File: src/rtl/dmem_dump_streamer.sv
`default_nettype none
// ============================================================================
//  Module   : dmem_dump_streamer
//  Purpose  : Sweeps a contiguous window of data memory through its
//             synchronous read port and emits each word with its address on
//             a valid/ready stream. Used after a program run while the CPU is
//             halted, to check results or upload memory to a host.
//  Ports    : clk_CPU, rst_n (async, active-low)
//             start, base_addr, word_count      - dump request
//             mem_rd_en, mem_addr, mem_rdata    - data memory read port
//             out_valid, out_ready, out_data,
//             out_addr, out_last                - output stream
//             busy, done                        - status
//  Revision : 1.0 - initial release
// ============================================================================
module dmem_dump_streamer #(
  parameter int ADDR_WIDTH = 8,
  parameter int DATA_WIDTH = 32
) (
  input  logic                  clk_CPU,
  input  logic                  rst_n,
  input  logic                  start,
  input  logic [ADDR_WIDTH-1:0] base_addr,
  input  logic [ADDR_WIDTH:0]   word_count,
  output logic                  mem_rd_en,
  output logic [ADDR_WIDTH-1:0] mem_addr,
  input  logic [DATA_WIDTH-1:0] mem_rdata,
  output logic                  out_valid,
  input  logic                  out_ready,
  output logic [DATA_WIDTH-1:0] out_data,
  output logic [ADDR_WIDTH-1:0] out_addr,
  output logic                  out_last,
  output logic                  busy,
  output logic                  done
);

  localparam logic [ADDR_WIDTH:0]   C_REM_ONE  = {{ADDR_WIDTH{1'b0}}, 1'b1};
  localparam logic [ADDR_WIDTH-1:0] C_ADDR_ONE = {{(ADDR_WIDTH-1){1'b0}}, 1'b1};

  typedef enum logic [2:0] {
    S_IDLE = 3'd0,
    S_READ = 3'd1,
    S_WAIT = 3'd2,
    S_SEND = 3'd3,
    S_DONE = 3'd4
  } state_t;

  state_t                  state_q,     state_d;
  logic [ADDR_WIDTH-1:0]   cur_addr_q,  cur_addr_d;
  // One bit wider than the address so a full-memory dump can be counted.
  logic [ADDR_WIDTH:0]     remaining_q, remaining_d;
  logic [DATA_WIDTH-1:0]   out_data_q,  out_data_d;
  logic [ADDR_WIDTH-1:0]   out_addr_q,  out_addr_d;
  logic                    out_last_q,  out_last_d;

  always_ff @(posedge clk_CPU or negedge rst_n) begin
    if (!rst_n) begin
      state_q     <= S_IDLE;
      cur_addr_q  <= '0;
      remaining_q <= '0;
      out_data_q  <= '0;
      out_addr_q  <= '0;
      out_last_q  <= 1'b0;
    end else begin
      state_q     <= state_d;
      cur_addr_q  <= cur_addr_d;
      remaining_q <= remaining_d;
      out_data_q  <= out_data_d;
      out_addr_q  <= out_addr_d;
      out_last_q  <= out_last_d;
    end
  end

  always_comb begin
    state_d     = state_q;
    cur_addr_d  = cur_addr_q;
    remaining_d = remaining_q;
    out_data_d  = out_data_q;
    out_addr_d  = out_addr_q;
    out_last_d  = out_last_q;

    case (state_q)
      S_IDLE: begin
        if (start) begin
          if (word_count != '0) begin
            cur_addr_d  = base_addr;
            remaining_d = word_count;
            state_d     = S_READ;
          end else begin
            // Empty window: report completion without touching memory.
            state_d = S_DONE;
          end
        end
      end
      S_READ: begin
        state_d = S_WAIT;
      end
      S_WAIT: begin
        // Read data from the READ cycle is on mem_rdata now.
        out_data_d = mem_rdata;
        out_addr_d = cur_addr_q;
        out_last_d = (remaining_q == C_REM_ONE);
        state_d    = S_SEND;
      end
      S_SEND: begin
        if (out_ready) begin
          out_last_d  = 1'b0;
          remaining_d = remaining_q - C_REM_ONE;
          if (remaining_q == C_REM_ONE) begin
            state_d = S_DONE;
          end else begin
            // Natural wrap past the top of memory back to address 0.
            cur_addr_d = cur_addr_q + C_ADDR_ONE;
            state_d    = S_READ;
          end
        end
      end
      S_DONE: begin
        state_d = S_IDLE;
      end
      default: begin
        state_d = S_IDLE;
      end
    endcase
  end

  // Address is forced to zero outside READ so it can be OR-ed onto a read
  // port shared with the CPU.
  assign mem_rd_en = (state_q == S_READ);
  assign mem_addr  = mem_rd_en ? cur_addr_q : '0;
  assign out_valid = (state_q == S_SEND);
  assign out_data  = out_data_q;
  assign out_addr  = out_addr_q;
  assign out_last  = out_last_q;
  assign busy      = (state_q == S_READ) || (state_q == S_WAIT) || (state_q == S_SEND);
  assign done      = (state_q == S_DONE);

endmodule
`default_nettype wire

File: config.mk
export PLATFORM = sky130hd
export DESIGN_NAME = dmem_dump_streamer
export DESIGN_NICKNAME = d
export VERILOG_FILES = /design/src/rtl/dmem_dump_streamer.sv
export SDC_FILE = /design/constraint.sdc
export NUM_CORES = 1
export LEC_CHECK = 0
export ABC_AREA = 0
export ABC_CLOCK_PERIOD_IN_PS = 5800
export CAP_MARGIN = 30
export CELL_PAD_IN_SITES_DETAIL_PLACEMENT = 0
export CELL_PAD_IN_SITES_GLOBAL_PLACEMENT = 2
export CORE_MARGIN = 2
export CORE_UTILIZATION = 29
export DETAILED_ROUTE_END_ITERATION = 6
export PLACE_DENSITY_LB_ADDON = 0.3
export SYNTH_ARGS = -nofsm -noshare
export SYNTH_HDL_FRONTEND = slang
export SYNTH_SLANG_ARGS = --single-unit
File: constraint.sdc
create_clock -name clk_CPU -period 5.8 [get_ports clk_CPU]
set_clock_uncertainty 0.1 [all_clocks]
set_input_delay 1.16 -clock clk_CPU [delete_from_list [all_inputs] [get_ports clk_CPU]]
set_output_delay 1.16 -clock clk_CPU [all_outputs]
set_load 0.05 [all_outputs]
==> results.json, run 1 <==
{
  "outcome": "complete, no violations",
  "grt_pass1_vias": 2456,
  "power.density_mw_per_mm2": 684.7,
  "switching_share_pct": 48.21,
  "r2r-end": "cur_addr_q[0]",
  "vias": 2420,
  "yosys.area_share.adder_pct": 1.296,
  "combPwrFrac_pct": 59.5,
  "path_clk_slew_ns": 0.08,
  "seq_area_frac_synth_pct": 52.70,
  "seqPwrFrac_pct": 27.2,
  "cp.arrival_ns": 2.62,
  "worst_hold_slack_ns": 0.4029,
  "yosysWarnings": 0,
  "cts.repair.resized": 0,
  "synth_cell_types": 38,
  "netlist_area_mm2": 0.002897,
  "drive_gt1_share_pct": 19.78,
  "synthFlopType": "dfrtp_1",
  "finalHoldViolations": 0,
  "synth_top_area_cell": "dfrtp_1",
  "grt_usage_pct": 14.33,
  "htreeDepth": 3,
  "worst_slew_pin_slew_ns": 0.8048,
  "grt-ovfl-total": 0,
  "endpoint_kind": "primary output",
  "setup_violations": 0,
  "crit_path_end": "mem_addr[7]",
  "max_freq_mhz": 257.7,
  "ff2ff_setup_slack_ns": 3.23,
  "core_mm2": 0.009729,
  "rsz0062_at_grt": "false",
  "die-height_um": 103.9,
  "wire_per_inst_um": 15.25,
  "place_hpwl_um": 5253,
  "crit_chain": "nor3b_1 -> buf_2 -> and2_1 -> clkdlybuf4s50_1",
  "power.leakage_nw": 1.685,
  "cts_made_buffers": 9,
  "netlist_top_cells_count": "61 x dfrtp_1, 41 x mux2_2, 15 x nand2_1",
  "final_nets": 415,
  "numPortBuffers": 105,
  "synthTopCellsByArea": "dfrtp_1 53%, mux2_2 16%, and2_1 2.4%",
  "ys_async_sr_fraction_pct": 100.0,
  "cap_viol_max_count": 0,
  "ant_nets": 0,
  "drc": 0,
  "drt_iter0_markers": 54,
  "synth_xor_area_share_pct": 0,
  "dr.pass1.iters": 4,
  "start_kind": "register",
  "criticalPathCategory": "reg2out",
  "crit_path_max_fanout": 10,
  "syn_nets": 310,
  "critPathLaunch": "state_q[0]",
  "power_switching_mw": 1.416,
  "ys_ff_latch": 61,
  "clkSinkCount": 61,
  "diodes": 0,
  "initial_core_util_pct": 29.77,
  "die_x_um": 103.9,
  "p_int_mw": 1.521,
  "relSlewSlack_pct": 46.34,
  "cts_hold_buf": 0,
  "synth_top_family_by_area": "multiplexers",
  "cp.required_ns": 4.54,
  "fin_crit_sh_pct": 66.90,
  "reg2reg_from": "state_q[0]",
  "tritoncts": "yes",
  "r2r_cells": 4,
  "synth-compound-area-share_pct": 13.00,
  "antenna_found_initial": 0,
  "clock_path_buffers": 2,
  "gp_congestion": 0.7467,
  "syn2layout_area_growth_pct": 48.03,
  "slew_violations": 0,
  "yosysMostFrequentCell": "dfrtp_1",
  "synth_cells": 254,
  "hp-class": "reg2reg",
  "p_clk_share_pct": 13.3,
  "io_pins": 106,
  "tns_ns": 0,
  "min_period_ns": 3.880,
  "vias_per_cell": 4.869,
  "num_rows": 36,
  "cts_root_buf": "clkbuf_8",
  "synthSimpleGateAreaFrac_pct": 13.61,
  "routed_wl_um": 7579,
  "grt_max_degree": 62,
  "synth_top_area_share_pct": 52.70,
  "muxShareOfSynthArea_pct": 15.94,
  "worst_path_max_delay_cell": "clkdlybuf4s50_1",
  "cts_setup_buffers": 0,
  "die-area_mm2": 0.01080,
  "vdd_drop_max_mv": 0.3703,
  "grt_pass1_wl_um": 12500,
  "syn_avg_cell_area_um2": 11.40,
  "fillCellCount": 963,
  "synth_edf_count": 0,
  "clk_latency_ns": 0.34,
  "worst_path_largest_cell_delay_ns": 0.82
}
## worst min path at each step
stage | from | to | slack [ns] | depth (start not counted)
after global routing | out_data[10] | out_data[10] | 0.42 | 1
after global placement | out_last | out_last | 0.38 | 1
after floorplan | remaining_q[6] | remaining_q[6] | 0.38 | 1
after detailed placement | out_last | out_last | 0.39 | 1
after CTS | out_last | out_last | 0.41 | 1
final | out_last | out_last | 0.40 | 1
## cell type report
type,instances,area (um^2),area share [%]
Clock buffer,9,123.9,2.889
Clock inverter,7,73.82,1.722
Timing Repair Buffer,111,1101,25.68
Inverter,5,18.77,0.4377
Tap cell,133,166.4,3.881
Multi-Input combinational cell,171,1277,29.79
Sequential cell,61,1526,35.60
## critical path: cells and delay by family (launching register included)
| family | cells | cell delay (ns) |
|---|---|---|
| buffers and inverters | 2 | 1.09 |
| flip-flops | 1 | 0.55 |
| AND/OR/NAND/NOR | 2 | 0.64 |
## power groups by stage
stage,registers [mW],clock network [mW],logic (mW)
2_1_floorplan,1.27,0,0.736
3_3_place_gp,0.800,0,1.74
3_5_place_dp,0.809,0,1.76
4_1_cts,0.801,0.407,1.77
5_1_grt,0.834,0.415,1.86
6_report,0.799,0.389,1.75
## layer usage
metal  global-route usage (%)  up-vias  share of wire, %
met2                    22.09       80                45
li1                         -     1160                 -
met1                    19.31     1170                48
met5                        0        -                 0
met3                    3.947       10               5.4
met4                    5.116        0               1.3
## state kept, by name, summed over array words and instances (netlist names)
register	count
out_last	1
remaining_q	9
out_data	32
cur_addr_q	8
out_addr	8
state_q	3
## cells by family after synthesis
logic type | Yosys count
AO/OA/AOI/OAI | 57
AND/OR/NAND/NOR | 70
multiplexers | 41
adder cells (fa/ha/maj) | 3
flip-flops | 61
buffers and inverters | 22
## metrics by stage
stage	util [%]	cells	setup slack (ns)	cell area [um^2]	power [mW]
2_1_floorplan	-	254	1.945	2897	2.007
3_3_place_gp	41.78	479	1.984	4065	2.545
3_5_place_dp	42.04	481	2.118	4090	2.574
4_1_cts	44.07	497	1.868	4288	2.975
5_1_grt	44.07	497	1.714	4288	3.110
6_report	44.07	497	1.920	4288	2.936
## cell usage in the layout, fill, tap and decap left out, types with 2 or more instances in the layout
cell type	instances
a41oi_1	6
nor2_1	7
nand4_1	6
a21oi_1	13
ha_1	3
o21ai_0	10
a21o_1	3
o32ai_1	2
or3b_2	3
nor3_1	4
and2_1	11
clkdlybuf4s50_1	104
or4_4	2
a31oi_1	7
mux2_2	41
o211ai_1	2
nand2b_1	2
nand3_1	9
buf_2	2
o22ai_1	3
nor4_1	2
dfrtp_1	61
buf_4	4
o2bb2ai_1	4
clkinv_2	2
clkbuf_8	9
nor3b_1	2
a22o_1	2
inv_6	2
inv_1	5
nand2_1	15
o31ai_1	2
No activity file was read; power rests on OpenSTA's default activity.
==> run 2: changes to the inputs <==
--- a/config.mk
+++ b/config.mk
@@ -6,12 +6,12 @@
 export NUM_CORES = 1
 export LEC_CHECK = 0
 export ABC_AREA = 0
-export ABC_CLOCK_PERIOD_IN_PS = 5800
+export ABC_CLOCK_PERIOD_IN_PS = 3500
 export CAP_MARGIN = 30
 export CELL_PAD_IN_SITES_DETAIL_PLACEMENT = 0
 export CELL_PAD_IN_SITES_GLOBAL_PLACEMENT = 2
 export CORE_MARGIN = 2
-export CORE_UTILIZATION = 29
+export CORE_UTILIZATION = 25
 export DETAILED_ROUTE_END_ITERATION = 6
 export PLACE_DENSITY_LB_ADDON = 0.3
 export SYNTH_ARGS = -nofsm -noshare
==> constraint.sdc (replaced) <==
create_clock -name clk_CPU -period 3.5 [get_ports clk_CPU]
set_clock_uncertainty 0.1 [all_clocks]
set_input_delay 0.7 -clock clk_CPU [delete_from_list [all_inputs] [get_ports clk_CPU]]
set_output_delay 0.7 -clock clk_CPU [all_outputs]
set_load 0.05 [all_outputs]
==> run 2 against run 1 <==
Effect of this change:
- setup slack got worse by 1.2 ns
- via count increased by 1.2%
- sequential share of layout area decreased by 0.94 points
- design area increased by 2.7%
- clock power increased by 130%
- largest power group unchanged
- highest routed layer unchanged
==> results.json, run 2 (same netlist as run 1, synthesis figures left out) <==
{
  "outcome": "complete, no violations",
  "rsz0062_at_grt": "false",
  "io_pins": 106,
  "setup_violations": 0,
  "finalHoldViolations": 0,
  "grt_usage_pct": 13.57,
  "vdd_drop_max_mv": 0.5362,
  "cap_viol_max_count": 0,
  "final_common_cell": "clkdlybuf4s50_1",
  "core_mm2": 0.01137,
  "r2r-end": "cur_addr_q[0]",
  "dr.pass1.iters": 4,
  "cts_setup_buffers": 0,
  "worst_path_max_delay_cell": "clkdlybuf4s50_1",
  "relSlewSlack_pct": 63.84,
  "endpoint_kind": "primary output",
  "ant_nets": 0,
  "grt-ovfl-total": 0,
  "largest_reg_flops": 32,
  "numPortBuffers": 105,
  "tritoncts": "yes",
  "power.leakage_nw": 1.758,
  "syn2layout_area_growth_pct": 52.05,
  "worst_slew_pin_slew_ns": 0.5408,
  "cts_root_buf": "clkbuf_16",
  "start_kind": "register",
  "antenna_found_initial": 0,
  "cp.arrival_ns": 1.96,
  "gp_congestion": 0.7302,
  "initial_core_util_pct": 25.48,
  "die-height_um": 111.6,
  "cts_made_buffers": 9,
  "htreeDepth": 3,
  "clkSinkCount": 61,
  "diodes": 0,
  "power.density_mw_per_mm2": 1169,
  "routed_wl_um": 8336,
  "place_area_mm2": 0.004103,
  "cts.repair.resized": 0,
  "max_freq_mhz": 362.2,
  "worst_path_largest_cell_delay_ns": 0.80,
  "criticalPathCategory": "reg2out",
  "hp-class": "in2async",
  "slew_violations": 0,
  "reg2reg_from": "remaining_q[1]",
  "clk_latency_ns": 0.32,
  "die_x_um": 111.6,
  "cts_hold_buf": 0,
  "cp.required_ns": 2.70,
  "vias_per_cell": 4.802,
  "drive_gt1_share_pct": 23.16,
  "path_clk_slew_ns": 0.05,
  "final_nets": 418,
  "drt_iter0_markers": 187,
  "ff2ff_setup_slack_ns": 1.18,
  "path_buf_inv": 1,
  "crit_path_max_fanout": 10,
  "clock_path_buffers": 2,
  "min_period_ns": 2.761,
  "place_hpwl_um": 5915,
  "r2r_cells": 6,
  "grt_pass1_vias": 2406,
  "tns_ns": 0,
  "vias": 2449,
  "num_rows": 39,
  "crit_family": "buffers and inverters",
  "drc": 0,
  "grt_max_degree": 32,
  "wire_per_inst_um": 16.35,
  "crit_chain": "nor2_1 -> and2_1 -> clkdlybuf4s50_1",
  "grt_pass1_wl_um": 13500,
  "final_cell_mix": "94 x clkdlybuf4s50_1, 61 x dfrtp_1, 41 x mux2_2, 18 x buf_4, 15 x nand2_1",
  "critPathLaunch": "state_q[0]",
  "fin_crit_sh_pct": 78.89,
  "die-area_mm2": 0.01246,
  "final_area_mm2": 0.004404
}
==> run 2: area by class of cell <==
cell class	count	area [um^2]
inverter	5	18.77
clock buffer	10	239.0
fill	1127	6965
sequential	61	1526
tap	143	178.9
timing repair buffer	114	1101
multi-input combinational	171	1277
clock inverter	6	62.56
==> run 2: metal layers <==
metal	wire [um]	vias up	global-route usage, %
met2	4017	81	22.26
li1	-	1160	-
met4	104	0	4.774
met3	440	9	3.538
met1	3775	1199	17.37
met5	0	-	0
==> run 2: how the worst max path moves through the flow <==
stage,end,slack (ns),depth (start not counted)
2_1_floorplan,mem_addr[0],0.10,3
3_3_place_gp,cur_addr_q[1],0.78,6
3_5_place_dp,cur_addr_q[1],0.76,6
4_1_cts,done,0.71,3
5_1_grt,done,0.64,3
6_report,done,0.74,3
==> run 2: report_power, final <==
part           leakage, nW  switching [mW]  internal, mW
registers            0.709           0.274          1.06
logic                0.909            1.81          1.12
clock network        0.140           0.326         0.567
==> run 2: through the flow <==
stage	hold WS [ns]	setup WS, ns	power [mW]	instances	utilization (%)
finish	0.2414	0.7388	5.150	510	38.74
global route	0.2699	0.6390	5.451	510	38.74
CTS	0.2508	0.7149	5.215	510	38.74
detailed placement	0.3943	0.7628	4.292	494	36.08
global placement	0.3884	0.7811	4.273	493	35.91
floorplan	0.3044	0.1050	3.325	254	-
